==> src/rtl/iob_fifo2axis_pkg.sv <==
// ============================================================================
// Module   : iob_fifo2axis_pkg
// Purpose  : Shared constants, default widths and the read-credit helper for
//            the FIFO-to-AXI-Stream drain.
// Revision : 1.0 - initial release
// ============================================================================
`default_nettype none

`ifndef IOB_FIFO2AXIS_DATA_W
`define IOB_FIFO2AXIS_DATA_W 32
`endif
`ifndef IOB_FIFO2AXIS_LEN_W
`define IOB_FIFO2AXIS_LEN_W 16
`endif

package iob_fifo2axis_pkg;

  localparam int c_OCC_W = 2;
  localparam logic [c_OCC_W-1:0] c_OCC_FULL = 2'd2;

  // True when the buffer can still absorb one more returning word next cycle.
  function automatic logic credit_ok(input logic [c_OCC_W-1:0] occ,
                                     input logic               inflight,
                                     input logic               pop);
    return ({1'b0, occ} + {2'b00, inflight}) < (3'd2 + {2'b00, pop});
  endfunction

endpackage

`default_nettype wire

==> src/rtl/iob_fifo2axis_buf.sv <==
// ============================================================================
// Module   : iob_fifo2axis_buf
// Purpose  : Two-entry registered skid buffer holding words returned by the
//            FIFO until the stream consumer accepts them.
// Revision : 1.0 - initial release
// ============================================================================
`default_nettype none

module iob_fifo2axis_buf
  import iob_fifo2axis_pkg::*;
#(
  parameter int DATA_W = 32
) (
  input  logic               clk,
  input  logic               arst_n,
  input  logic               i_cke,
  input  logic               i_clr,
  input  logic               i_push,
  input  logic [DATA_W-1:0]  i_data,
  input  logic               i_pop,
  output logic [c_OCC_W-1:0] o_occ,
  output logic [DATA_W-1:0]  o_head
);

  logic [DATA_W-1:0]  r_mem [2];
  logic               r_wr_ptr;
  logic               r_rd_ptr;
  logic [c_OCC_W-1:0] r_occ;
  logic               w_pop;

  assign w_pop = i_pop & (r_occ != '0);

  always_ff @(posedge clk or negedge arst_n) begin
    if (!arst_n) begin
      for (int i = 0; i < 2; i++) r_mem[i] <= '0;
      r_wr_ptr <= 1'b0;
      r_rd_ptr <= 1'b0;
      r_occ    <= '0;
    end else if (i_cke) begin
      if (i_clr) begin
        for (int i = 0; i < 2; i++) r_mem[i] <= '0;
        r_wr_ptr <= 1'b0;
        r_rd_ptr <= 1'b0;
        r_occ    <= '0;
      end else begin
        if (i_push) begin
          r_mem[r_wr_ptr] <= i_data;
          r_wr_ptr        <= ~r_wr_ptr;
        end
        if (w_pop) r_rd_ptr <= ~r_rd_ptr;
        case ({i_push, w_pop})
          2'b10:   r_occ <= r_occ + 2'd1;
          2'b01:   r_occ <= r_occ - 2'd1;
          default: r_occ <= r_occ;
        endcase
      end
    end
  end

  assign o_occ  = r_occ;
  assign o_head = r_mem[r_rd_ptr];

  // The read-credit logic upstream must never overfill the buffer.
  a_no_overflow: assert property (@(posedge clk) disable iff (!arst_n)
    (i_cke && !i_clr && i_push && !w_pop) |-> (r_occ != c_OCC_FULL));

endmodule

`default_nettype wire

==> src/rtl/iob_fifo2axis.sv <==
// ============================================================================
// Module   : iob_fifo2axis
// Purpose  : Drains the async FIFO read port into an AXI-Stream master with
//            backpressure and per-frame tlast. Optional completed-frame
//            counter enabled by IOB_FIFO2AXIS_FRAME_CNT_EN.
// Revision : 1.0 - initial release
// ============================================================================
`default_nettype none

module iob_fifo2axis
  import iob_fifo2axis_pkg::*;
#(
  parameter int DATA_W = `IOB_FIFO2AXIS_DATA_W,
  parameter int LEN_W  = `IOB_FIFO2AXIS_LEN_W
) (
  input  logic              clk_i,
  input  logic              cke_i,
  input  logic              arst_n_i,
  input  logic              rst_i,
  input  logic              en_i,
  input  logic [LEN_W-1:0]  len_i,
  input  logic              fifo_empty_i,
  output logic              fifo_read_o,
  input  logic [DATA_W-1:0] fifo_rdata_i,
  output logic              tvalid_o,
  output logic [DATA_W-1:0] tdata_o,
  output logic              tlast_o,
  input  logic              tready_i
`ifdef IOB_FIFO2AXIS_FRAME_CNT_EN
  ,
  output logic [LEN_W-1:0]  frame_cnt_o
`endif
);

  logic [c_OCC_W-1:0] w_occ;
  logic               w_pop;
  logic               r_inflight;
  logic [LEN_W-1:0]   r_beat_cnt;
  logic [LEN_W-1:0]   r_len;
  logic [LEN_W-1:0]   w_len_eff;
  logic               w_last_hit;

  iob_fifo2axis_buf #(
    .DATA_W (DATA_W)
  ) u_buf (
    .clk    (clk_i),
    .arst_n (arst_n_i),
    .i_cke  (cke_i),
    .i_clr  (rst_i),
    .i_push (r_inflight),
    .i_data (fifo_rdata_i),
    .i_pop  (w_pop),
    .o_occ  (w_occ),
    .o_head (tdata_o)
  );

  assign tvalid_o = (w_occ != '0);
  assign w_pop    = tvalid_o & tready_i;

  // Reads are suppressed whenever the returning word could not be captured.
  assign fifo_read_o = arst_n_i & cke_i & ~rst_i & en_i & ~fifo_empty_i &
                       credit_ok(w_occ, r_inflight, w_pop);

  // The first beat of a frame sees len_i directly; later beats the latched copy.
  assign w_len_eff  = (r_beat_cnt == '0) ? len_i : r_len;
  assign w_last_hit = (w_len_eff != '0) && (r_beat_cnt == w_len_eff - LEN_W'(1));
  assign tlast_o    = tvalid_o & w_last_hit;

  always_ff @(posedge clk_i or negedge arst_n_i) begin
    if (!arst_n_i) begin
      r_inflight <= 1'b0;
      r_beat_cnt <= '0;
      r_len      <= '0;
    end else if (cke_i) begin
      if (rst_i) begin
        r_inflight <= 1'b0;
        r_beat_cnt <= '0;
        r_len      <= '0;
      end else begin
        r_inflight <= fifo_read_o;
        if (r_beat_cnt == '0) r_len <= len_i;
        if (w_pop) r_beat_cnt <= tlast_o ? '0 : r_beat_cnt + LEN_W'(1);
      end
    end
  end

`ifdef IOB_FIFO2AXIS_FRAME_CNT_EN
  logic [LEN_W-1:0] r_frame_cnt;

  always_ff @(posedge clk_i or negedge arst_n_i) begin
    if (!arst_n_i) begin
      r_frame_cnt <= '0;
    end else if (cke_i) begin
      if (rst_i) r_frame_cnt <= '0;
      else if (w_pop && tlast_o) r_frame_cnt <= r_frame_cnt + LEN_W'(1);
    end
  end

  assign frame_cnt_o = r_frame_cnt;
`endif

endmodule

`default_nettype wire

==> config.mk <==
export PLATFORM = sky130hd
export DESIGN_NAME = iob_fifo2axis
export DESIGN_NICKNAME = d
export VERILOG_FILES = /design/src/rtl/iob_fifo2axis_pkg.sv /design/src/rtl/iob_fifo2axis_buf.sv /design/src/rtl/iob_fifo2axis.sv
export SDC_FILE = /design/constraint.sdc
export NUM_CORES = 1
export LEC_CHECK = 0
export ABC_AREA = 1
export BUFFER_PORTS_ARGS = -buffer_cell sky130_fd_sc_hd__buf_2
export CORE_ASPECT_RATIO = 1.2
export CORE_UTILIZATION = 25
export DETAILED_ROUTE_END_ITERATION = 16
export MAX_ROUTING_LAYER = met4
export PLACE_DENSITY = 0.45
export REMOVE_ABC_BUFFERS = 1
export SLEW_MARGIN = 10
export SYNTH_ARGS = -nofsm -noshare
export SYNTH_HDL_FRONTEND = slang
export SYNTH_SLANG_ARGS = --single-unit
==> constraint.sdc <==
create_clock -name clk_i -period 5.6 [get_ports clk_i]
set_input_delay 1.12 -clock clk_i [delete_from_list [all_inputs] [get_ports clk_i]]
set_output_delay 1.12 -clock clk_i [all_outputs]
set_load 0.005 [all_outputs]
After elaboration in Yosys (flattened, before gate mapping):

Index checks and enable logic that the tools add are counted.

* output and inout port bits: 35
* word-level logic and storage cells: 68
* bits of input ports: 55
* register bits: 101

* reductions and logical operators: 13
* bitwise operators: 14
* $lt $le $gt $ge: 4
* eq/ne operators: 3
* mux-type cells: 20
* add/sub/neg operators: 6

Operator list (number)
* $mux W32: 4
* $mux W64: 2
* $mux W16: 5
* $bwmux W64: 1
* $demux W32 S1: 1
* $add A16 B1 Y16 const B: 1
* $eq A16 B16 Y1: 1
* $logic_not A16 Y1: 1
* $reduce_bool A16 Y1: 1
* $sub A16 B1 Y16 const B: 1
* $and A1 B1 Y1: 8
* $reduce_and A2 Y1: 4
* $reduce_bool A2 Y1: 4
* $mux W1: 5
* $ge A2 B2 Y1 const B: 2
* $not A1 Y1: 4
* $not A1 Y2: 2
* $pmux W2 S2: 1
* $add A2 B1 Y3: 1
* $add A2 B1 Y3 const A: 1
* $lt A3 B3 Y1: 1
* $reduce_bool A3 Y1: 1
* $add A2 B1 Y2 const B: 1
* $eq A2 B1 Y1 const B: 1
* other kinds (5): 6

Depth between registers and ports, before layout:

Gate-level depths: netlist (run 1).

* word-level depth: 9
* mapped depth: 23
* mapped depth without buffers: 22

Hierarchy:

Synthesis (run 1) repeated with hierarchy kept, for this count alone.

* cells, all modules: 801
* area, all modules: 5970.7 µm²

Modules (own cells, without submodules)
* iob_fifo2axis_buf: cells each 354, area an instance 3027.9 µm², sequential area each 1701.6 µm², times used 1
* iob_fifo2axis: cells each 447, area an instance 2942.8 µm², sequential area each 825.8 µm², times used 1

Least setup slack after synthesis (run 1):

Ideal clock, no wire load.

* path kind: input to output
* from: input port len_i[1]
* to: output port tlast_o
* path buffers: 1
* data arrival time: 2.655 ns
* stages: 12
* slack: 1.825 ns
* cell sequence: nand3b_1 -> nand2_1 -> ha_1 -> nand2_1 -> nor3_2 -> nand3_1 -> nand3_1 -> nand2_1 -> nor2_2 -> nand2_4 -> buf_12 -> inv_2

* word-level cells in the longest chain between the ends: 5
* elaborated cells between the ends (all ways): 6
* classes of those cells: add/sub: 1; eq/ne: 1; mux: 1; bitwise: 1; reduce/logical: 2

RTL lines
* start: declaration: line iob_fifo2axis.sv:21 `input logic [LEN_W-1:0] len_i,`
* $mux W16 *
* $sub A16 B1 Y16: line iob_fifo2axis.sv:66 `assign w_last_hit = (w_len_eff != '0) && (r_beat_cnt == w_len_eff - LEN_W'(1));`
* $eq A16 B16 Y1: line iob_fifo2axis.sv:66
* $logic_and A1 B1 Y1 *: line iob_fifo2axis.sv:66
* $and A1 B1 Y1 *: line iob_fifo2axis.sv:67 `assign tlast_o = tvalid_o & w_last_hit;`
* end: declaration: line iob_fifo2axis.sv:27 `output logic tlast_o,`

Mark *: on every way between the ends. The rest lies on a longest branch, timed or not.

Worst setup path in the final report (run 1):

* from: register r_beat_cnt[0]
* to: output port tlast_o

* word-level cells in the longest chain between the ends: 6
* elaborated cells between the ends (all ways): 7
* classes of those cells: add/sub: 1; eq/ne: 1; mux: 1; bitwise: 1; reduce/logical: 3

RTL lines
* start: declaration: line iob_fifo2axis.sv:38 `logic [LEN_W-1:0] r_beat_cnt;`
* start signal: assignment: line iob_fifo2axis.sv:82 `if (w_pop) r_beat_cnt <= tlast_o ? '0 : r_beat_cnt + LEN_W'(1);`
* $logic_not A16 Y1: line iob_fifo2axis.sv:65 `assign w_len_eff = (r_beat_cnt == '0) ? len_i : r_len;`
* $mux W16
* $sub A16 B1 Y16: line iob_fifo2axis.sv:66
* $eq A16 B16 Y1: line iob_fifo2axis.sv:66
* $logic_and A1 B1 Y1 *: line iob_fifo2axis.sv:66
* $and A1 B1 Y1 *: line iob_fifo2axis.sv:67

Marks and branches as above.

==> impl_metrics.env, run 1 <==
export IMPL_slew_viol_final=0
export IMPL_vias=5296
export IMPL_hold_path_class="reg -> reg"
export IMPL_worstSkewPairLatency_ns=0.35
export IMPL_drive_above_1_share_pct=21.7
export IMPL_status="finished clean"
export IMPL_grt_max_degree=67
export IMPL_drt_total_wl_um=17100
export IMPL_synth_seq_area_share_pct=42.3
export IMPL_cp_end_kind="output pin"
export IMPL_wl_met3_um=973
export IMPL_crit_chain="inv_1, ha_1, nand2_2, nor2_4, nand2_2, nand2_1, nand2_1, inv_2, ha_1, nand2_1, nor3_2, nand3_1, nand3_1, nand2_1, nor2_2, nand2_4, inv_2, buf_2"
export IMPL_cts_buffers=9
export IMPL_clk_pin_slew_ns=0.08
export IMPL_die_area_um2=24500
export IMPL_layout_nets=918
export IMPL_htree_levels=3
export IMPL_syn_cell_area_um2=5970
export IMPL_synth_distinct_cells=36
export IMPL_drt_pass1_iterations=5
export IMPL_met1Wirelength_um=7850
export IMPL_leakage_nw=3.45
export IMPL_rows=61
export IMPL_grt_pass1_wl_um=28300
export IMPL_cp_common_cell="nand2_1"
export IMPL_route_detailed_drc=0
export IMPL_die_h_um=171
export IMPL_slowest_stage="dfrtp_1"
export IMPL_syn2layout_area_growth_pct=16.7
export IMPL_setup_tns_ns=0
export IMPL_rsz0062_at_grt="no"
export IMPL_tritoncts="done"
export IMPL_ant_nets=0
export IMPL_coreArea_um2=23300
export IMPL_ys_ff_latch=101
export IMPL_grt_total_usage_pct=15.2
export IMPL_maxCapViolCount=0
export IMPL_syn_inst=790
export IMPL_die_x_um=143
export IMPL_fin_worst_skew_ns=0.00699
export IMPL_r2r_worst_path_cells=18
export IMPL_cp_max_fo=17
export IMPL_slowest_delay_ns=0.44
export IMPL_start_util_pct=25.7
export IMPL_layout_commonest_cell="nand2_1"
export IMPL_antenna_found_initial=2
export IMPL_required_ns=4.48
export IMPL_finalHoldViolCount=0
export IMPL_vias_per_cell=4.49
export IMPL_grt_pass1_vias=5337
export IMPL_max_slew_margin_pct=23.0
export IMPL_synth_warnings=0
export IMPL_ctsLongestPathBuffers=2
export IMPL_dp_hpwl_um=11800
export IMPL_setup_viol=0
export IMPL_fin_crit_ns=4.71
export IMPL_cts_resized=0
export IMPL_topRoutingLayerUsed="met4"
export IMPL_ir_drop_v=0.000141
export IMPL_max_freq_ghz=0.212
export IMPL_min_period_over_period_pct=84.1
export IMPL_critPathLaunchType="flip-flop"
export IMPL_post_cts_buffers=0
export IMPL_first_iter_violations=278
export IMPL_design_portCount=90
export IMPL_hold_buffers=0
export IMPL_gp_congestion=0.906
export IMPL_grt_remaining_overflow=0
export IMPL_finalPower_w=0.00220
export IMPL_port_buffers=89
export IMPL_max_slew_worst_pin_slew_ns=1.15
export IMPL_cp_data_arrival_time_ns=3.59
export IMPL_num_fill_cells=2556
export IMPL_cts_root_buf="clkbuf_16"
export IMPL_cts_sinks=101
export IMPL_syn_mean_instance_area_um2=7.56
export IMPL_wl_per_cell_um=14.5
export IMPL_worstSetupPathType="reg -> out"
export IMPL_final_cell_mix="174 x nand2_1, 113 x inv_1, 108 x o21ai_0"
export IMPL_holdPathStages=2
export IMPL_routed_wl_met2_um=8090
export IMPL_power_density_nw_per_um2=315
cell type report:
type,count,area [um2],area share [%]
antenna,2,5.00,0.0718
clock buffer,10,239,3.43
clock inverter,6,76.3,1.09
inverter,121,454,6.52
multi-input combinational,532,2800,40.1
sequential,101,2530,36.3
tap,315,394,5.65
timing repair buffer,93,478,6.86
worst paths after layout:
kind | from | end | slack [ns]
worst max-delay path | r_beat_cnt[0] | tlast_o | 0.89
worst min-delay path | r_len[0] | r_len[0] | 0.50
worst max register to register | r_beat_cnt[0] | r_beat_cnt[0] | 2.27
worst min register to register | r_len[0] | r_len[0] | 0.50
max in group asynchronous | arst_n_i | u_buf.r_rd_ptr | 3.58
min in group asynchronous | arst_n_i | r_len[1] | 0.75
Yosys cell counts (all sizes together):
library cell,n,share of area (%)
nor3b,4,0.50
xor2,8,1.2
nor3,7,0.67
nor4,3,0.31
nand2,213,16
a31oi,2,0.21
nor2,65,5.7
o211a,1,0.17
o22ai,42,4.4
ha,5,1.0
nand3b,5,0.63
clkinv,1,0.063
nand3,44,4.2
a22o,1,0.15
dfrtp,101,42
inv,120,7.5
xnor2,1,0.15
o21ai,114,9.6
a21oi,9,0.75
clkbuf,27,1.7
nand4,7,0.84
o21bai,1,0.13
buf,9,1.7
per-stage QoR:
| stage | cell area [um2] | hold slack, ns | worst slack (ns) | std cells | utilization (%) |
|---|---|---|---|---|---|
| after floorplan | 5770 | 0.453 | 1.78 | 754 | - |
| after global placement | 6650 | 0.480 | 1.28 | 1162 | 28.6 |
| after detailed placement | 6650 | 0.480 | 1.21 | 1162 | 28.6 |
| after CTS | 6970 | 0.501 | 0.807 | 1178 | 29.9 |
| after global routing | 6970 | 0.521 | 0.522 | 1180 | 29.9 |
| final | 6970 | 0.500 | 0.888 | 1180 | 29.9 |
registers in the layout (all words and copies together) (netlist names):
register,cells
r_beat_cnt,16
r_inflight,1
r_len,16
u_buf.o_occ,2
u_buf.r_mem,64
u_buf.r_rd_ptr,1
u_buf.r_wr_ptr,1
metal layers:
metal,global-route usage (%),up-vias
met4,3.60,0
met5,-,-
met1,18.6,2474
met3,3.59,13
li1,-,2678
met2,25.1,131
report_power, final:
group	switching, W	leakage (nW)	total (W)	internal [W]
Sequential	0.0000683	1.35	0.000892	0.000824
Combinational	0.000406	1.95	0.000617	0.000210
Clock	0.000320	0.156	0.000689	0.000369
Total	0.000794	3.45	0.00220	0.00140
critical path, delay by kind of cell, from the launching register on:
| kind | cells | cell delay [ns] |
|---|---|---|
| adder cells (fa/ha/maj) | 2 | 0.42 |
| buffers and inverters | 4 | 0.41 |
| flip-flops | 1 | 0.44 |
| AND/OR/NAND/NOR | 12 | 1.95 |
cell families (layout without fill, tap and decap cells):
family	count (synthesis)	count (layout)	share of synthesized area (%)
AND/OR/NAND/NOR	348	348	28.9
AO/OA/AOI/OAI	170	170	15.4
buffers and inverters	157	230	11.0
flip-flops	101	101	42.3
XOR/XNOR	9	9	1.32
adder cells (fa/ha/maj)	5	5	1.05
other	0	2	0
Power figures use the tool's default switching activity.
==> inputs of run 2 (changes only) <==
==> constraint.sdc (replaced) <==
create_clock -name clk_i -period 4.83 [get_ports clk_i]
set_input_delay 0.966 -clock clk_i [delete_from_list [all_inputs] [get_ports clk_i]]
set_output_delay 0.966 -clock clk_i [all_outputs]
set_load 0.005 [all_outputs]
==> impl_metrics.env, run 2 (synthesized netlist as in run 1, its figures left out) <==
export IMPL_die_h_um=171
export IMPL_drt_pass1_iterations=5
export IMPL_final_cell_mix="174 x nand2_1, 113 x inv_1, 108 x o21ai_0"
export IMPL_cts_root_buf="clkbuf_16"
export IMPL_slowest_stage="dfrtp_1"
export IMPL_clock_power_share_pct=31.1
export IMPL_p_switching_w=0.000924
export IMPL_power_density_nw_per_um2=363
export IMPL_clk_pin_slew_ns=0.08
export IMPL_grt_max_degree=56
export IMPL_coreArea_um2=23300
export IMPL_slowest_delay_ns=0.44
export IMPL_ctsLongestPathBuffers=2
export IMPL_status="finished clean"
export IMPL_tritoncts="done"
export IMPL_final_cells=1191
export IMPL_cp_data_arrival_time_ns=3.44
export IMPL_crit_chain="inv_1, ha_1, nand2_2, nor2_4, nand2_4, nand2_1, nand2_1, inv_2, ha_1, nand2_1, nor3_2, nand3_1, nand3_1, nand2_1, nor2_2, nand2_4, inv_2, buf_2"
export IMPL_grt_pass1_vias=5373
export IMPL_registers_top_by_ff_count="u_buf.r_mem"
export IMPL_hold_path_class="in -> async"
export IMPL_wl_per_cell_um=14.5
export IMPL_use_met2_pct=24.9
export IMPL_combPwrFrac_pct=29.1
export IMPL_top_regs="u_buf.r_mem (64), r_beat_cnt (16), r_len (16)"
export IMPL_switching_share_pct=36.0
export IMPL_first_iter_violations=269
export IMPL_setup_viol=0
export IMPL_design_portCount=90
export IMPL_required_ns=3.86
export IMPL_slew_viol_final=0
export IMPL_drive_above_1_share_pct=22.7
export IMPL_drt_total_wl_um=17200
export IMPL_max_freq_ghz=0.227
export IMPL_pwr_share_seq_pct=39.7
export IMPL_dp_hpwl_um=12100
export IMPL_layout_commonest_cell="nand2_1"
export IMPL_crit_family="simple AND/OR/NAND/NOR gates"
export IMPL_cp_end_kind="output pin"
export IMPL_max_slew_margin_pct=30.6
export IMPL_cp_max_fo=17
export IMPL_die_area_um2=24500
export IMPL_grt_total_usage_pct=15.4
export IMPL_worstSetupPathType="reg -> out"
export IMPL_grt_use_met1_pct=18.9
export IMPL_hold_buffers=0
export IMPL_gp_congestion=0.908
export IMPL_place_inst=1167
export IMPL_leakage_nw=3.51
export IMPL_power_internal_w=0.00164
export IMPL_vias_per_cell=4.46
export IMPL_crit_buf_inv=4
export IMPL_grt_remaining_overflow=0
export IMPL_max_slew_worst_pin_slew_ns=1.04
export IMPL_worstSkewPairLatency_ns=0.36
export IMPL_layout_nets=930
export IMPL_cts_sinks=101
export IMPL_critPathLaunchType="flip-flop"
export IMPL_grt_pass1_wl_um=28500
export IMPL_grt_util_met3_pct=3.45
export IMPL_top_usage_layer="met2"
export IMPL_fin_worst_skew_ns=0.0112
export IMPL_ant_nets=0
export IMPL_rows=61
export IMPL_vias=5310
export IMPL_die_x_um=143
export IMPL_htree_levels=3
export IMPL_start_util_pct=25.7
export IMPL_rsz0062_at_grt="no"
export IMPL_syn2layout_area_growth_pct=18.2
export IMPL_ir_drop_v=0.000158
export IMPL_cp_common_cell="nand2_1"
export IMPL_setup_tns_ns=0
export IMPL_cts_buffers=9
export IMPL_finalHoldViolCount=0
export IMPL_final_util_pct=30.3
export IMPL_antenna_found_initial=1
export IMPL_min_period_over_period_pct=91.3
export IMPL_maxCapViolCount=0
export IMPL_route_detailed_drc=0
export IMPL_port_buffers=89
export IMPL_fin_crit_ns=4.41
export IMPL_largest_reg_flops=64
==> run 2: final timing paths <==
kind | from | to | slack [ns] | depth (start not counted)
max in group asynchronous | arst_n_i | u_buf.r_rd_ptr | 2.82 | 3
worst max register to register | r_beat_cnt[0] | r_beat_cnt[0] | 1.65 | 18
worst min-delay path | arst_n_i | r_len[1] | 0.44 | 1
worst min register to register | r_len[0] | r_len[0] | 0.49 | 2
min in group clk_i | r_len[0] | r_len[0] | 0.49 | 2
worst max-delay path | r_beat_cnt[0] | tlast_o | 0.42 | 18
==> run 2: area by class of cell <==
class	count	area, um2
fillers	2563	16200
multi-input cells	532	2800
flip-flops and latches	101	2530
repair buffers	105	568
inverters	121	454
well taps	315	394
clock buffers	10	239
clock inverters	6	77.6
diodes	1	2.50
==> run 2: worst register-to-register path: cells and delay by family, from the launching register on <==
family | cells | cell delay (ns)
adder cells (fa/ha/maj) | 2 | 0.42
AND/OR/NAND/NOR | 14 | 2.00
buffers and inverters | 2 | 0.20
flip-flops | 1 | 0.44
==> run 2: what timing repair did <==
item / in CTS / in global routing
setup endpoints to repair: 0 / 1
resized for setup: 0 / 1
setup buffers: 0 / 7
==> run 2: power groups by stage <==
stage	Clock [W]	Sequential, W	Combinational [W]
5_1_grt	0.000862	0.00104	0.000852
3_5_place_dp	0	0.00104	0.000738
6_report	0.000799	0.00102	0.000748
2_1_floorplan	0	0.00102	0.000476
3_3_place_gp	0	0.00103	0.000740
4_1_cts	0.000833	0.00102	0.000742
==> run 2: routing by layer <==
| layer | up-vias | part of all wire, % |
|---|---|---|
| met5 | - | 0 |
| met1 | 2473 | 46 |
| met4 | 0 | 1.7 |
| met3 | 22 | 5.1 |
| li1 | 2696 | - |
| met2 | 119 | 47 |
==> run 2: through the flow <==
| stage | power (W) | worst slack [ns] | area [um2] | hold slack (ns) |
|---|---|---|---|---|
| after floorplan | 0.00150 | 1.17 | 5770 | 0.453 |
| after global placement | 0.00177 | 0.663 | 6680 | 0.478 |
| after detailed placement | 0.00177 | 0.601 | 6680 | 0.474 |
| after CTS | 0.00260 | 0.197 | 7000 | 0.433 |
| after global routing | 0.00275 | 0.0427 | 7060 | 0.432 |
| final | 0.00257 | 0.421 | 7060 | 0.438 |
==> inputs of run 3 (changes only) <==
==> constraint.sdc (replaced) <==
create_clock -name clk_i -period 4.83 [get_ports clk_i]
set_input_delay 1.449 -clock clk_i [delete_from_list [all_inputs] [get_ports clk_i]]
set_output_delay 1.449 -clock clk_i [all_outputs]
set_load 0.005 [all_outputs]
==> impl_metrics.env, run 3 (synthesized netlist as in run 1, its figures left out) <==
export IMPL_status="finished clean"
export IMPL_fin_crit_ns=4.63
export IMPL_drive_above_1_share_pct=23.8
export IMPL_htree_levels=3
export IMPL_dp_hpwl_um=11800
export IMPL_grt_use_met1_pct=19.0
export IMPL_port_buffers=89
export IMPL_cts_root_buf="clkbuf_16"
export IMPL_ctsLongestPathBuffers=2
export IMPL_largest_reg_flops=64
export IMPL_pwr_share_seq_pct=39.8
export IMPL_route_detailed_drc=0
export IMPL_drt_total_wl_um=17100
export IMPL_power_internal_w=0.00165
export IMPL_syn2layout_area_growth_pct=19.6
export IMPL_design_area_um2=7140
export IMPL_setup_viol=0
export IMPL_coreArea_um2=23300
export IMPL_top_usage_layer="met2"
export IMPL_registers_top_by_ff_count="u_buf.r_mem"
export IMPL_grt_total_usage_pct=15.4
export IMPL_num_fill_cells=2537
export IMPL_cts_buffers=9
export IMPL_rows=61
export IMPL_use_met2_pct=25.2
export IMPL_min_period_over_period_pct=95.9
export IMPL_worstSkewPairLatency_ns=0.36
export IMPL_setup_tns_ns=0
export IMPL_cp_data_arrival_time_ns=3.18
export IMPL_max_freq_ghz=0.216
export IMPL_slew_viol_final=0
export IMPL_grt_remaining_overflow=0
export IMPL_critPathLaunchType="primary input"
export IMPL_combPwrFrac_pct=29.9
export IMPL_leakage_nw=3.55
export IMPL_die_h_um=171
export IMPL_cp_end_kind="output pin"
export IMPL_start_util_pct=25.7
export IMPL_layout_commonest_cell="nand2_1"
export IMPL_layout_nets=937
export IMPL_finalHoldViolCount=0
export IMPL_whs_ns=0.497
export IMPL_clk_pin_slew_ns=0.08
export IMPL_dpl_cell_area_um2=6740
export IMPL_die_area_um2=24500
export IMPL_cts_sinks=101
export IMPL_hold_path_class="reg -> reg"
export IMPL_p_switching_w=0.000910
export IMPL_max_slew_worst_pin_slew_ns=0.873
export IMPL_fin_worst_skew_ns=0.0149
export IMPL_vias=5371
export IMPL_ir_drop_v=0.000160
export IMPL_grt_pass1_vias=5497
export IMPL_wl_per_cell_um=14.2
export IMPL_finalPower_w=0.00257
export IMPL_required_ns=3.38
export IMPL_vias_per_cell=4.48
export IMPL_gp_congestion=0.889
export IMPL_final_cell_mix="174 x nand2_1, 112 x inv_1, 108 x o21ai_0"
export IMPL_cp_max_fo=4
export IMPL_design_portCount=90
export IMPL_final_cells=1199
export IMPL_power_density_nw_per_um2=359
export IMPL_drt_pass1_iterations=4
export IMPL_antenna_found_initial=2
export IMPL_place_inst=1175
export IMPL_first_iter_violations=242
export IMPL_tritoncts="done"
export IMPL_grt_util_met3_pct=3.23
export IMPL_worstSetupPathType="in -> out"
export IMPL_top_regs="u_buf.r_mem (64), r_beat_cnt (16), r_len (16)"
export IMPL_die_x_um=143
export IMPL_ant_nets=0
export IMPL_max_slew_margin_pct=41.8
export IMPL_clock_power_share_pct=30.3
export IMPL_maxCapViolCount=0
export IMPL_grt_pass1_wl_um=28500
export IMPL_switching_share_pct=35.5
export IMPL_hold_buffers=0
export IMPL_grt_max_degree=65
==> run 3: power groups by stage <==
stage	Sequential [W]	Clock [W]	Combinational (W)
2_1_floorplan	0.00102	0	0.000476
3_3_place_gp	0.00104	0	0.000749
3_5_place_dp	0.00104	0	0.000748
4_1_cts	0.00102	0.000806	0.000759
5_1_grt	0.00104	0.000839	0.000877
6_report	0.00102	0.000778	0.000766
==> run 3: stage by stage <==
stage	setup slack (ns)	utilization (%)
6_report	0.199	30.7
5_1_grt	-0.00459	30.7
4_1_cts	0.0418	30.4
3_5_place_dp	0.146	29.0
3_3_place_gp	0.150	29.0
2_1_floorplan	0.411	-
==> run 3: final timing paths <==
kind                                from             end  slack [ns]  cells after the start
setup / recovery                len_i[0]         tlast_o        0.20                     15
hold / removal                  r_len[5]        r_len[5]        0.50                      2
setup reg to reg           r_beat_cnt[9]   r_beat_cnt[4]        1.72                     20
hold reg to reg                 r_len[5]        r_len[5]        0.50                      2
max in group asynchronous       arst_n_i  u_buf.r_rd_ptr        2.31                      3
min in group asynchronous       arst_n_i        r_len[8]        1.16                      2
==> run 3: layer usage <==
metal,up-vias,part of all wire [%]
met5,-,0
li1,2708,-
met2,120,48
met3,16,5.2
met1,2527,46
met4,0,1.3
==> run 3: critical path, cell delays in order <==
cell and delay [ns]:
buf_2 0.08, nand3_1 0.08, nand2_1 0.15, inv_2 0.07
ha_2 0.32, xor2_1 0.12, nand4_1 0.11, nor2_1 0.11
nand2_1 0.08, nor2_1 0.15, nand3_1 0.11, nor2_2 0.13
nand2_4 0.08, inv_2 0.04, buf_2 0.09
==> run 3: repair_timing <==
item,CTS,global route
gates resized for setup,0,8
setup buffers,2,4
pin swaps,1,2
setup endpoints to repair,1,1
==> run 3: area by class of cell <==
type	instances	area (um2)	area share, %
Multi-Input combinational cell	532	2820	39.4
Sequential cell	101	2530	35.4
Timing Repair Buffer	112	633	8.86
Inverter	121	454	6.36
Tap cell	315	394	5.52
Clock buffer	11	243	3.40
Clock inverter	5	66.3	0.928
Antenna cell	2	5.00	0.0701
